--- src/rtl/mem_access_pkg.sv ---
// Shared types and default widths for the load/store sequencer in front of the data memory.
package mem_access_pkg;

  localparam int unsigned ADDR_W_DEF = 8;
  localparam int unsigned DATA_W_DEF = 8;
  localparam int unsigned TAG_W_DEF  = 3;
  localparam logic [7:0]  MEM_LIMIT_DEF = 8'hF0;

  typedef enum logic [2:0] {
    StIdle = 3'd0,
    StWr   = 3'd1,
    StRd   = 3'd2,
    StCap  = 3'd3,
    StResp = 3'd4
  } state_e;

endpackage

--- src/rtl/mem_resp_slot.sv ---
// One-entry valid/ready holding register for a load result (data plus destination tag).
module mem_resp_slot #(
  parameter int unsigned DataW = 8,
  parameter int unsigned TagW  = 3
) (
  input  logic             clk_i,
  input  logic             rst_i,
  input  logic             load_i,
  input  logic [DataW-1:0] data_i,
  input  logic [TagW-1:0]  tag_i,
  input  logic             ready_i,
  output logic             valid_o,
  output logic [DataW-1:0] data_o,
  output logic [TagW-1:0]  tag_o
);

  logic             valid_q, valid_d;
  logic [DataW-1:0] data_q, data_d;
  logic [TagW-1:0]  tag_q, tag_d;

  always_ff @(posedge clk_i) begin
    if (rst_i) begin
      valid_q <= 1'b0;
      data_q  <= '0;
      tag_q   <= '0;
    end else begin
      valid_q <= valid_d;
      data_q  <= data_d;
      tag_q   <= tag_d;
    end
  end

  always_comb begin
    valid_d = valid_q;
    data_d  = data_q;
    tag_d   = tag_q;
    if (load_i) begin
      valid_d = 1'b1;
      data_d  = data_i;
      tag_d   = tag_i;
    end else if (ready_i) begin
      valid_d = 1'b0;
    end
  end

  assign valid_o = valid_q;
  assign data_o  = data_q;
  assign tag_o   = tag_q;

endmodule

--- src/rtl/mem_access_ctrl.sv ---
// Load/store sequencer driving the byte-wide data memory's Rm/Wm strobes, one request in flight.
// Optional MEM_ACC_BOUNDS_EN: requests at or above MEM_LIMIT are rejected with a one-cycle fault.
module mem_access_ctrl
  import mem_access_pkg::*;
#(
  parameter int unsigned ADDR_W = mem_access_pkg::ADDR_W_DEF,
  parameter int unsigned DATA_W = mem_access_pkg::DATA_W_DEF,
  parameter int unsigned TAG_W  = mem_access_pkg::TAG_W_DEF
`ifdef MEM_ACC_BOUNDS_EN
  ,
  parameter logic [ADDR_W-1:0] MEM_LIMIT = ADDR_W'(mem_access_pkg::MEM_LIMIT_DEF)
`endif
) (
  input  logic              clock,
  input  logic              reset,
  input  logic              req_valid,
  output logic              req_ready,
  input  logic              req_we,
  input  logic [ADDR_W-1:0] req_addr,
  input  logic [DATA_W-1:0] req_wdata,
  input  logic [TAG_W-1:0]  req_rd,
  output logic              wb_valid,
  input  logic              wb_ready,
  output logic [DATA_W-1:0] wb_data,
  output logic [TAG_W-1:0]  wb_rd,
  output logic              st_done,
  output logic              fault,
  output logic              mem_rm,
  output logic              mem_wm,
  output logic [ADDR_W-1:0] mem_addr,
  output logic [DATA_W-1:0] mem_wdata,
  input  logic [DATA_W-1:0] mem_rdata
);

  state_e            state_q, state_d;
  logic [ADDR_W-1:0] addr_q, addr_d;
  logic [DATA_W-1:0] wdata_q, wdata_d;
  logic [TAG_W-1:0]  rd_q, rd_d;
  logic              st_done_q, st_done_d;
  logic              fault_q, fault_d;
  logic              accept, reject, cap_load;

`ifdef MEM_ACC_BOUNDS_EN
  assign reject = (req_addr >= MEM_LIMIT);
`else
  assign reject = 1'b0;
`endif

  assign accept = req_valid && req_ready;

  always_ff @(posedge clock) begin
    if (reset) begin
      state_q   <= StIdle;
      addr_q    <= '0;
      wdata_q   <= '0;
      rd_q      <= '0;
      st_done_q <= 1'b0;
      fault_q   <= 1'b0;
    end else begin
      state_q   <= state_d;
      addr_q    <= addr_d;
      wdata_q   <= wdata_d;
      rd_q      <= rd_d;
      st_done_q <= st_done_d;
      fault_q   <= fault_d;
    end
  end

  always_comb begin
    state_d = state_q;
    unique case (state_q)
      StIdle: begin
        if (accept && !reject) state_d = req_we ? StWr : StRd;
      end
      StWr:    state_d = StIdle;
      StRd:    state_d = StCap;
      StCap:   state_d = StResp;
      StResp: begin
        if (wb_ready) state_d = StIdle;
      end
      default: state_d = StIdle;
    endcase
  end

  // A rejected request leaves the latches (and thus the memory bus) untouched.
  always_comb begin
    addr_d  = addr_q;
    wdata_d = wdata_q;
    rd_d    = rd_q;
    if (accept && !reject) begin
      addr_d  = req_addr;
      wdata_d = req_wdata;
      rd_d    = req_rd;
    end
    st_done_d = (state_q == StWr);
    fault_d   = accept && reject;
  end

  always_comb begin
    req_ready = (state_q == StIdle);
    mem_wm    = (state_q == StWr);
    mem_rm    = (state_q == StRd);
    cap_load  = (state_q == StCap);
  end

  assign mem_addr  = addr_q;
  assign mem_wdata = wdata_q;
  assign st_done   = st_done_q;
  assign fault     = fault_q;

  // Memory output registered on the RD edge is stable during CAP.
  mem_resp_slot #(
    .DataW (DATA_W),
    .TagW  (TAG_W)
  ) u_resp_slot (
    .clk_i   (clock),
    .rst_i   (reset),
    .load_i  (cap_load),
    .data_i  (mem_rdata),
    .tag_i   (rd_q),
    .ready_i (wb_ready),
    .valid_o (wb_valid),
    .data_o  (wb_data),
    .tag_o   (wb_rd)
  );

endmodule

--- config.mk ---
export PLATFORM = sky130hd
export DESIGN_NAME = mem_access_ctrl
export DESIGN_NICKNAME = d
export VERILOG_FILES = /design/src/rtl/mem_access_pkg.sv /design/src/rtl/mem_resp_slot.sv /design/src/rtl/mem_access_ctrl.sv
export SDC_FILE = /design/constraint.sdc
export NUM_CORES = 1
export LEC_CHECK = 0
export BUFFER_PORTS_ARGS = -buffer_cell sky130_fd_sc_hd__buf_4
export CORE_MARGIN = 2
export CORE_UTILIZATION = 46
export DETAILED_ROUTE_END_ITERATION = 12
export PLACE_DENSITY = 0.78
export SYNTH_ARGS = -nofsm -noshare
export SYNTH_HDL_FRONTEND = slang
export SYNTH_HIERARCHICAL = 1
export SYNTH_SLANG_ARGS = --single-unit
--- constraint.sdc ---
create_clock -name clock -period 1.4 [get_ports clock]
set_input_delay 0.07 -clock clock [delete_from_list [all_inputs] [get_ports clock]]
set_output_delay 0.07 -clock clock [all_outputs]
set_load 0.01 [all_outputs]
==> flow_summary.toml, run 1 <==
[die]
die_h_um = 60.6
core_area_mm2 = 0.00305
rows = 20
start_util = 0.482
io_pins = 65
die_x_um = 60.6
die_area_mm2 = 0.00367

[cts]
clk_pin_slew_ns = 0.10
numCtsBuffers = 5
clockRootBuffer = "clkbuf_4"
clock_latency_ns = 0.33
cts.path.max_buffers = 2
cts_sinks = 35
cts_setup_buffers = 0
cts_tree = "done"
ctsHtreeMaxLevel = 2

[pwr]
cellPowerDensity_mw_per_mm2 = 980
p_seq_frac = 0.488
peakVddDrop_v = 0.000650
power.internal_uw = 1710
combPwrFrac = 0.175
power_uw = 2230
switching_power_uw = 516
switching_share = 0.232
power.clock.fraction = 0.337
leakage_uw = 0.00102

[grt]
antenna_found_initial = 0
grt_start_max_net_pins = 54
grt_overflow_total = 0
grt_usage = 0.201
grt_pass1_wl_um = 5310
first_global_vias = 1192

[routing]
dr_total_vias = 1261
ant_nets = 0
via_per_inst = 4.64
wire_per_inst_um = 12.6
wirelength_um = 3430
drt-pass1-iter-count = 2
drtIter0Drc = 38
drc_errors = 0

[yosys]
syn_inst = 141
synth_top_cell_area_share = 0.476
synth.area.top_cells = "dfxtp_1, mux2i_1, nand2b_1"
synth_seq_cells = 35
syn-num-nets = 173
ys_seq_area_frac = 0.476
synth_top_cell_by_area = "dfxtp_1"
synth_cell_types = 20
yosysWarningCount = 6
syn-cell-area_mm2 = 0.00147
synth.avg_cell_area_um2 = 10.4

[hold_path]
hold_path_class = "in -> reg"

[layout]
nNetsFinal = 259
syn2layout_area_growth_pct = 54.4
diodes = 0
nFillCells = 230
final_cell_mix = "buf_4, nand2b_1, dfxtp_1"
final_common_cell = "buf_4"
drive_gt1_frac = 0.338

[placement]
port_buffers = 63
gp_congestion = 0.741
dp_hpwl_um = 2200

[worst_setup_path]
endpoint_kind = "flop"
start_kind = "flop"
rrSetupSlack_ns = 0.10
worstPathMaxFanout = 8
crit_arrival_ns = 1.51
path_class = "reg -> reg"
required_ns = 1.61

[sta]
grt_setup_unrepaired = "false"
post-route-period-util = 0.927
min_period_ns = 1.30
tns_ns = 0
timing.final.max_slew_violations = 0
max_freq_mhz = 770
hold_slack_ns = 0.00792
final_hold_viol_count = 0
setup_viol = 0
finalClockSkew_ns = 0.0112

[flow_run]
drv_cap = 0

[run_status]
outcome = "complete, no violations"
state kept, by name, summed over array words and instances (netlist names):
register	flops
rd_q	3
u_resp_slot/valid_o	1
u_resp_slot/tag_o	3
mem_wdata	8
state_q	3
mem_addr	8
u_resp_slot/data_o	8
st_done	1
kinds of logic (layout without fill, tap and decap cells):
group / count (synthesis) / after routing / synth area share
AOI/OAI and AO/OA: 4 / 4 / 0.0170
other: 1 / 1 / 0.00255
and+or+nand+nor: 60 / 61 / 0.247
buffers and inverters: 11 / 97 / 0.0527
muxes: 30 / 30 / 0.204
DFF: 35 / 35 / 0.476
timing repair:
item	4_1_cts	5_1_grt
hold buffers	20	2
gates resized for setup	1	1
endpoints found under the hold margin	20	2
setup endpoints to repair	4	6
gates cloned	0	1
worst paths after layout:
path           startpoint              endpoint  depth (start not counted)
max            state_q[0]  u_resp_slot/tag_o[0]                          3
min          req_wdata[1]          mem_wdata[1]                          3
max reg2reg    state_q[0]  u_resp_slot/tag_o[0]                          3
min reg2reg   mem_addr[0]           mem_addr[0]                          2
per-stage QoR:
stage | utilization | setup WS, ns | instance area (um^2) | instances
after floorplan | - | 0.208 | 1470 | 141
after global placement | 0.640 | 0.0954 | 1950 | 241
after detailed placement | 0.640 | 0.000831 | 1950 | 241
after CTS | 0.734 | 0.0203 | 2240 | 269
after global routing | 0.744 | 0.00329 | 2270 | 272
final | 0.744 | 0.102 | 2270 | 272
area by class of cell:
| type | instances | area [um^2] | area share |
|---|---|---|---|
| timing repair buffer | 87 | 708 | 0.312 |
| tap | 44 | 55.1 | 0.0242 |
| multi-input combinational | 96 | 713 | 0.314 |
| clock buffer | 6 | 51.3 | 0.0226 |
| clock inverter | 2 | 35.0 | 0.0154 |
| sequential | 35 | 702 | 0.309 |
| inverter | 2 | 7.51 | 0.00330 |
power by group through the flow:
stage | logic [uW] | clock network [uW] | registers (uW)
after floorplan | 166 | 0 | 1120
after global placement | 329 | 0 | 1100
after detailed placement | 338 | 0 | 1110
after CTS | 385 | 769 | 1090
after global routing | 422 | 818 | 1090
final | 389 | 750 | 1090
synthesized netlist by cell type (all sizes together):
master and instances:
o21ba 1, nor4b 2, or3 1, dfxtp 35
nor2 12, conb 1, mux2i 30, buf 5
a21oi 3, nand2b 40, inv 2, clkbuf 4
nor2b 1, and3b 1, nor3b 1, nor3 2
routing by layer:
layer,part of all wire,vias up,global-route usage
li1,-,632,-
met2,0.53,41,0.362
met5,0,-,0
met4,0.0041,0,0.0559
met1,0.41,586,0.223
met3,0.059,2,0.0768
worst max-delay path: stages, from the launching register on:
cell and delay [ns]:
dfxtp_1 0.50, and3b_1 0.41, mux2i_1 0.22, nor2_1 0.05
Note: power is estimated with default switching activity, not from simulation.
==> run 2, diff against run 1 <==
==> constraint.sdc (replaced) <==
create_clock -name clock -period 1.4 [get_ports clock]
set_input_delay 0.07 -clock clock [delete_from_list [all_inputs] [get_ports clock]]
set_output_delay 0.07 -clock clock [all_outputs]
set_load 0.1 [all_outputs]
==> flow_summary.toml, run 2 (synthesized netlist as in run 1, its figures left out) <==
[run_status]
outcome = "complete, no violations"

[die]
start_util = 0.482
die_area_mm2 = 0.00367
die_x_um = 60.6
rows = 20
die_h_um = 60.6
core_area_mm2 = 0.00305
io_pins = 65

[cts]
clockRootBuffer = "clkbuf_4"
cts_tree = "done"
clock_latency_ns = 0.33
cts_sinks = 35
numCtsBuffers = 5
ctsHtreeMaxLevel = 2
cts.path.max_buffers = 2
clk_pin_slew_ns = 0.10

[layout]
drive_gt1_frac = 0.349
diodes = 0
seqCellArea_um2 = 709
syn2layout_area_growth_pct = 57.3
final_cell_mix = "buf_4, nand2b_1, dfxtp_1"
final_common_cell = "buf_4"
multi_input_area_um2 = 731
nFillCells = 236
nNetsFinal = 260

[grt]
grt_pass1_wl_um = 5460
antenna_found_initial = 0
first_global_vias = 1283
grt_overflow_total = 0
grt_usage = 0.206
grt_start_max_net_pins = 54

[sta]
setup_viol = 0
post-route-period-util = 0.961
final_hold_viol_count = 0
grt_setup_unrepaired = "false"
finalClockSkew_ns = 0.00615
max_freq_mhz = 743
hold_slack_ns = 0.0123
min_period_ns = 1.35
timing.final.max_slew_violations = 0
setup_ws_ns = 0.0550

[pwr]
cellPowerDensity_mw_per_mm2 = 1020
leakage_uw = 0.00102
peakVddDrop_v = 0.000608
power_uw = 2360

[placement]
port_buffers = 63
pre_cts_ws_ns = 0.0681
gp_congestion = 0.729
dp_hpwl_um = 2270

[routing]
ant_nets = 0
via_per_inst = 4.58
wirelength_um = 3460
drt-pass1-iter-count = 4
drtIter0Drc = 37
wire_per_inst_um = 12.7
drc_errors = 0
dr_total_vias = 1251

[worst_setup_path]
path_class = "reg -> out"
endpoint_kind = "output port"
crit_arrival_ns = 1.28
start_kind = "flop"
worstPathMaxFanout = 5
required_ns = 1.33

[flow_run]
drv_cap = 0

[hold_path]
hold_path_class = "in -> reg"
run 2: area by class of cell:
type / count / share of cell area
sequential: 35 / 0.306
clock inverter: 1 / 0.00216
clock buffer: 7 / 0.0195
inverter: 2 / 0.00324
tap: 44 / 0.0238
multi-input combinational: 95 / 0.316
timing repair buffer: 89 / 0.329
run 2: critical path, stage by stage (launching register included):
cell and delay, ns:
dfxtp_2 0.34, buf_6 0.13, nor3b_4 0.26, buf_12 0.21
run 2: final timing paths:
| check | start | cells after the start | slack, ns | end |
|---|---|---|---|---|
| worst min-delay path | req_addr[7] | 3 | 0.01 | mem_addr[7] |
| worst max-delay path | state_q[2] | 3 | 0.05 | mem_wm |
| worst max register to register | state_q[2] | 4 | 0.11 | rd_q[0] |
| worst min register to register | rd_q[2] | 2 | 0.48 | rd_q[2] |
run 2: what timing repair did:
| item | 4_1_cts | 5_1_grt |
|---|---|---|
| pin swaps | 0 | 1 |
| gates cloned | 0 | 0 |
| hold buffers | 22 | 1 |
| buffers inserted | 0 | 1 |
| setup endpoints to repair | 3 | 12 |
| resized for setup | 3 | 4 |
| endpoints found under the hold margin | 21 | 1 |
run 2: metal layers:
metal	global-route usage	vias up	routed length, um
li1	-	634	-
met1	0.201	567	1310
met2	0.393	44	1880
met5	0	-	0
met4	0.0932	0	61
met3	0.0640	6	203
run 2: report_power, final:
group	switching, uW	leakage, uW	total [uW]	internal, uW
sequential	39.3	0.000288	1090	1050
clock	310	0.0000293	506	196
combinational	501	0.000699	766	266
total	850	0.00102	2360	1510
run 2: metrics by stage:
stage,util,std cells,area [um^2],setup TNS [ns]
after global placement,0.655,241,2000,0
after CTS,0.748,271,2280,0
after detailed placement,0.655,241,2000,0
final,0.758,273,2310,0
after floorplan,-,141,1510,-0.118
after global routing,0.758,273,2310,0
